## src/rtl/instr_fetch_pkg.sv

```systemverilog
// Shared types and constants for the instruction fetch buffer.
// The entry field widths set the default port widths of instr_fetch_buffer.
package instr_fetch_pkg;

  localparam int unsigned ADDR_W     = 16;
  localparam int unsigned DATA_W     = 32;
  localparam int unsigned WORD_BYTES = 4;

  typedef enum logic [0:0] {
    IDLE = 1'b0,
    RUN  = 1'b1
  } fetch_state_e;

  typedef struct packed {
    logic [ADDR_W-1:0] addr;
    logic [DATA_W-1:0] rdata;
  } fetch_entry_t;

endpackage

```

## src/rtl/fetch_fifo.sv

```systemverilog
// Synchronous FIFO of fetch entries with clear.
// The head is always the oldest stored entry and is read straight from storage.
module fetch_fifo
  import instr_fetch_pkg::*;
#(
  parameter int unsigned Depth   = 4,
  parameter type         entry_t = fetch_entry_t,
  localparam int unsigned PtrW   = $clog2(Depth),
  localparam int unsigned CntW   = $clog2(Depth) + 1
) (
  input  logic            clk,
  input  logic            rst_n,
  input  logic            clear_i,
  input  logic            push_i,
  input  entry_t          push_data_i,
  input  logic            pop_i,
  output entry_t          head_o,
  output logic [CntW-1:0] count_o
);

  entry_t            mem_q [Depth];
  logic [PtrW-1:0]   wr_ptr_q, rd_ptr_q;
  logic [CntW-1:0]   count_q, count_d;

  always_comb begin
    count_d = count_q + CntW'(push_i) - CntW'(pop_i);
  end

  always_ff @(posedge clk or negedge rst_n) begin
    if (!rst_n) begin
      wr_ptr_q <= '0;
      rd_ptr_q <= '0;
      count_q  <= '0;
    end else if (clear_i) begin
      wr_ptr_q <= '0;
      rd_ptr_q <= '0;
      count_q  <= '0;
    end else begin
      if (push_i) wr_ptr_q <= wr_ptr_q + PtrW'(1);
      if (pop_i)  rd_ptr_q <= rd_ptr_q + PtrW'(1);
      count_q <= count_d;
    end
  end

  // Storage needs no reset: contents are only observed while count_q is non-zero.
  always_ff @(posedge clk) begin
    if (push_i && !clear_i) mem_q[wr_ptr_q] <= push_data_i;
  end

  assign head_o  = mem_q[rd_ptr_q];
  assign count_o = count_q;

  count_bound_a: assert property (@(posedge clk) disable iff (!rst_n)
    count_q <= CntW'(Depth));
  no_overflow_a: assert property (@(posedge clk) disable iff (!rst_n)
    !(push_i && !pop_i && !clear_i && count_q == CntW'(Depth)));

endmodule

```

## src/rtl/instr_fetch_buffer.sv

```systemverilog
// Sequential instruction fetch unit: issues 1-cycle-latency RAM reads under a
// credit limit and queues returned words for the core; redirects flush everything.
module instr_fetch_buffer
  import instr_fetch_pkg::*;
#(
  parameter int unsigned          ADDR_WIDTH = ADDR_W,
  parameter int unsigned          DATA_WIDTH = DATA_W,
  parameter int unsigned          FIFO_DEPTH = 4,
  parameter logic [ADDR_WIDTH-1:0] RESET_ADDR = 16'h8000
) (
  input  logic                    clk,
  input  logic                    rst_n,
  input  logic                    req_i,
  input  logic                    branch_i,
  input  logic [ADDR_WIDTH-1:0]   branch_addr_i,
  output logic                    fetch_valid_o,
  input  logic                    fetch_ready_i,
  output logic [DATA_WIDTH-1:0]   fetch_rdata_o,
  output logic [ADDR_WIDTH-1:0]   fetch_addr_o,
  output logic                    ram_en_o,
  output logic [ADDR_WIDTH-1:0]   ram_addr_o,
  output logic                    ram_we_o,
  output logic [DATA_WIDTH/8-1:0] ram_be_o,
  output logic [DATA_WIDTH-1:0]   ram_wdata_o,
  input  logic [DATA_WIDTH-1:0]   ram_rdata_i
);

  localparam int unsigned    CntW     = $clog2(FIFO_DEPTH) + 1;
  localparam logic [CntW:0]  DepthOcc = (CntW + 1)'(FIFO_DEPTH);

  fetch_state_e            state_q, state_d;
  logic [ADDR_WIDTH-1:0]   pc_q, pc_d;
  logic [ADDR_WIDTH-1:0]   addr_q;
  logic                    inflight_q, drop_q;

  logic                    issue, push, pop;
  logic [CntW-1:0]         count;
  logic [CntW:0]           occupancy;
  fetch_entry_t            push_entry, head;
  logic                    unused_branch_lsb;

  assign unused_branch_lsb = ^branch_addr_i[1:0];

  // Credit check covers both buffered words and the one response still on the bus.
  assign occupancy = {1'b0, count} + {{CntW{1'b0}}, inflight_q};
  assign issue     = (state_q == RUN) && (occupancy < DepthOcc);

  // A redirect kills the response landing this cycle; drop_q kills the next one.
  assign push = inflight_q && !drop_q && !branch_i;
  assign pop  = fetch_valid_o && fetch_ready_i && !branch_i;

  always_comb begin
    push_entry       = '0;
    push_entry.addr  = addr_q;
    push_entry.rdata = ram_rdata_i;
  end

  always_comb begin
    state_d = state_q;
    unique case (state_q)
      IDLE:    if (req_i)  state_d = RUN;
      RUN:     if (!req_i) state_d = IDLE;
      default: state_d = IDLE;
    endcase

    pc_d = pc_q;
    if (branch_i)   pc_d = {branch_addr_i[ADDR_WIDTH-1:2], 2'b00};
    else if (issue) pc_d = pc_q + ADDR_WIDTH'(WORD_BYTES);
  end

  always_ff @(posedge clk or negedge rst_n) begin
    if (!rst_n) begin
      state_q    <= IDLE;
      pc_q       <= RESET_ADDR;
      addr_q     <= RESET_ADDR;
      inflight_q <= 1'b0;
      drop_q     <= 1'b0;
    end else begin
      state_q    <= state_d;
      pc_q       <= pc_d;
      inflight_q <= issue;
      drop_q     <= branch_i && issue;
      if (issue) addr_q <= pc_q;
    end
  end

  fetch_fifo #(
    .Depth   (FIFO_DEPTH),
    .entry_t (fetch_entry_t)
  ) u_fifo (
    .clk         (clk),
    .rst_n       (rst_n),
    .clear_i     (branch_i),
    .push_i      (push),
    .push_data_i (push_entry),
    .pop_i       (pop),
    .head_o      (head),
    .count_o     (count)
  );

  assign fetch_valid_o = (count != '0);
  assign fetch_rdata_o = head.rdata;
  assign fetch_addr_o  = head.addr;

  assign ram_en_o    = issue;
  assign ram_addr_o  = pc_q;
  assign ram_we_o    = 1'b0;
  assign ram_be_o    = '1;
  assign ram_wdata_o = '0;

endmodule
```

## config.mk

```make
export PLATFORM = sky130hd
export DESIGN_NAME = instr_fetch_buffer
export DESIGN_NICKNAME = d
export VERILOG_FILES = /design/src/rtl/instr_fetch_pkg.sv /design/src/rtl/fetch_fifo.sv /design/src/rtl/instr_fetch_buffer.sv
export SDC_FILE = /design/constraint.sdc
export NUM_CORES = 1
export LEC_CHECK = 0
export CELL_PAD_IN_SITES_DETAIL_PLACEMENT = 1
export CELL_PAD_IN_SITES_GLOBAL_PLACEMENT = 2
export CORE_MARGIN = 2
export CORE_UTILIZATION = 39
export DETAILED_ROUTE_END_ITERATION = 7
export HOLD_SLACK_MARGIN = 0.03
export PLACE_DENSITY = 0.87
export SLEW_MARGIN = 15
export SYNTH_ARGS = -nofsm -noshare
export SYNTH_HDL_FRONTEND = slang
export SYNTH_SLANG_ARGS = --single-unit
export TNS_END_PERCENT = 1
```

## constraint.sdc

```tcl
create_clock -name clk -period 2.7 [get_ports clk]
set_input_delay 0.405 -clock clk [delete_from_list [all_inputs] [get_ports clk]]
set_output_delay 0.405 -clock clk [all_outputs]
set_load 0.05 [all_outputs]
```

==> impl_metrics.csv <==
group,metric,value,unit
cells_and_area,syn2layout_area_growth,24.46,%
worst_setup_path,critPathKind,"reg -> out",
synth,yosysSeqAreaShare,0.7334,
drt,routed_wl,18.56,mm
synth,yosysWarnings,0,
job,cap_violations,0,
worst_setup_path,rrSetupSlack,430,ps
timing,min_period,2616,ps
timing,rsz0062_at_grt,"true",
drt,first_pass_iters,4,
worst_setup_path,endpoint_kind,"primary output",
drt,via_per_inst,5.093,
cts,clkSlewWorstSetupHoldPaths,60,ps
worst_setup_path,path_max_fanout,25,
placed_design,place_congestion,0.7185,
timing,clock_skew,22.82,ps
timing,fin_crit_sh,0.9689,
worst_setup_path,crit_slowest_cell,"mux4_2",
worst_hold_path,min_from,"req_i",
synth,ys.flop_type,"edfxtp_1",
grt,grt_usage,0.1554,
timing,setup_violations,0,
worst_hold_path,worstHoldEndpoint,"state_q",
synth,synth_edf_count,184,
worst_hold_path,hold_depth,1,
drt,wl_per_cell,20.74,um
floorplan,core-area,0.02243,mm2
placed_design,portBuffers,112,
timing,fin_tns_setup,0,ps
floorplan,die_h,154.5,um
worst_setup_path,r2r-start,"u_fifo.count_o[1]",
drt,ant_nets,0,
worst_setup_path,critPathArrivalTime,2210,ps
worst_setup_path,ff2ff_path_depth,10,
cts,cts_tree,"done",
cts,cts_setup_buffers,0,
floorplan,die_area,0.02387,mm2
power_and_ir_drop,vdd_drop_max,0.0003810,V
synth,synth_cells,457,
placed_design,dpl.hpwl,11.79,mm
power_and_ir_drop,p_per_area,948.2,mW/mm2
cells_and_area,drive_gt1_frac,0.2246,
synth,avgSynthCellArea,19.33,um2
grt,antenna_found_initial,0,
floorplan,start_util,0.3938,
timing,hold_viol,0,
grt,grt_pass1_vias,4971,
cts,cts_buffers,24,
synth,async_flop_share,0.1712,
timing,worst-slew-pin-transition,899.2,ps
floorplan,die_w,154.5,um
synth,synth_area,0.008833,mm2
worst_setup_path,crit_path_cell_trace,"buf_12 > mux4_2 > dlygate4sd2_1",
cts,insertion_delay,520,ps
timing,slew_viol_final,0,
cts,htreeDepth,1,
worst_setup_path,cp_slowest_stage_delay,550,ps
worst_setup_path,worstPathBufferInverterCount,2,
cells_and_area,fin_nets,654,
worst_setup_path,path_delay_family,"buffers and inverters",
timing,fmax,0.3822,GHz
drt,drc,0,
worst_setup_path,critPathRequiredTime,2300,ps
status,outcome,"finished, final reports clean",
drt,num_vias,4558,
floorplan,io_pins,156,
power_and_ir_drop,p_leak,3.803,nW
cells_and_area,n_antenna_cell,0,
floorplan,row_count,55,
synth,ys_seq_elements,222,
worst_setup_path,cp-start-kind,"register",
cts,cts_sinks,222,
cells_and_area,layout_commonest_cell,"edfxtp_1",
placed_design,place_area,0.01025,mm2
worst_hold_path,worstHoldPathType,"in -> reg",
drt,drtIter0Drc,285,
grt,grt_pass1_wl,28.72,mm
grt,grt_overflow,0,
cells_and_area,fin_util,0.4901,
cts,root_buffer,"clkbuf_16",
worst_setup_path,timing.rr.end,"u_fifo.count_o[2]",
synth,yosysUniqueCellTypes,41,
grt,grt_max_degree,47,
cts,clockBufferDepth,3,
cells_and_area,final_cell_mix,"edfxtp_1, clkdlybuf4s50_1, mux4_2, conb_1, dfrtp_1",
cells_and_area,postLayoutCellArea,0.01099,mm2
timing,relSlewSlack,0.4005,
[cell families (layout without fill, tap and decap cells)]
family,Yosys count,after routing,synth area share
adder cells (fa/ha/maj),9,9,0.01360
AND/OR/NAND/NOR,63,63,0.03824
other,2,41,0.0008502
multiplexers,63,63,0.1391
buffers and inverters,65,179,0.04717
flip-flops,222,222,0.7334
AO/OA/AOI/OAI,28,28,0.02266
XOR/XNOR,5,5,0.004958
[sequential cells by signal, summed over array words and instances (netlist names)]
signal           flops
addr_q              14
u_fifo.wr_ptr_q      2
state_q              1
drop_q               1
ram_addr_o          14
inflight_q           1
u_fifo.mem_q       184
u_fifo.rd_ptr_q      2
u_fifo.count_o       3
[power by group]
part | switching, mW | internal [mW] | leakage [nW]
sequential | 0.227 | 4.08 | 2.10
clock | 1.31 | 1.84 | 0.368
combinational | 1.91 | 1.06 | 1.33
total | 3.45 | 6.98 | 3.80
[synthesized netlist by cell type, types with 4 or more instances]
library cell  number  share of area
mux4_2            46           0.12
clkbuf_1           9         0.0038
nor2_1            20         0.0085
inv_1              7         0.0030
nand2_1            6         0.0025
ha_1               8          0.011
buf_4             41          0.035
or4_1              8         0.0068
nand4_1            6         0.0042
edfxtp_1         184           0.63
nand3_1            5         0.0028
o31ai_1            8         0.0068
a31oi_1           10         0.0071
mux2_2            14          0.018
and2_1             4         0.0028
dfrtp_1           36           0.10
[worst max-delay path by stage]
stage / startpoint / end / slack, ps / depth (start not counted)
floorplan: u_fifo.count_o[1] / u_fifo.count_o[2] / 280 / 10
global placement: u_fifo.rd_ptr_q[0] / fetch_rdata_o[25] / 350 / 3
detailed placement: u_fifo.rd_ptr_q[0] / fetch_rdata_o[25] / 290 / 3
CTS: u_fifo.rd_ptr_q[0] / fetch_addr_o[5] / 20 / 4
global route: u_fifo.rd_ptr_q[0] / fetch_rdata_o[25] / -7 / 3
finish: u_fifo.rd_ptr_q[0] / fetch_rdata_o[25] / 80 / 3
[per-stage QoR]
stage / setup WS, ps / hold slack (ps) / cells / power (mW)
floorplan: 281.7 / 109.4 / 496 / 6.491
global placement: 348.6 / 488.3 / 850 / 7.402
detailed placement: 293.5 / 519.3 / 850 / 7.501
CTS: 18.46 / 346.8 / 895 / 10.55
global route: -6.958 / 340.8 / 895 / 10.83
finish: 83.88 / 367.0 / 895 / 10.42
[routing by layer]
layer  track usage  wire (um)  share of wire  vias to the layer above
met2        0.2649       9121           0.49                      160
met4       0.03395        262          0.014                        0
li1              -          -              -                     2007
met1        0.2074       8015           0.43                     2364
met3       0.03278       1165          0.063                       27
met5             0          0              0                        -
[cell type report]
type / count / area, um2
Clock buffer: 28 / 615.6
Clock inverter: 16 / 150.1
Fill cell: 2140 / 11440
Inverter: 7 / 26.28
Multi-Input combinational cell: 209 / 2090
Sequential cell: 222 / 6484
Tap cell: 285 / 356.6
Timing Repair Buffer: 128 / 1272
[timing repair]
item	4_1_cts	5_1_grt
endpoints found under the hold margin	23	0
endpoints found under the setup margin	44	9
resized for setup	34	1
hold buffers	1	0
(Power assumes the default switching activity.)
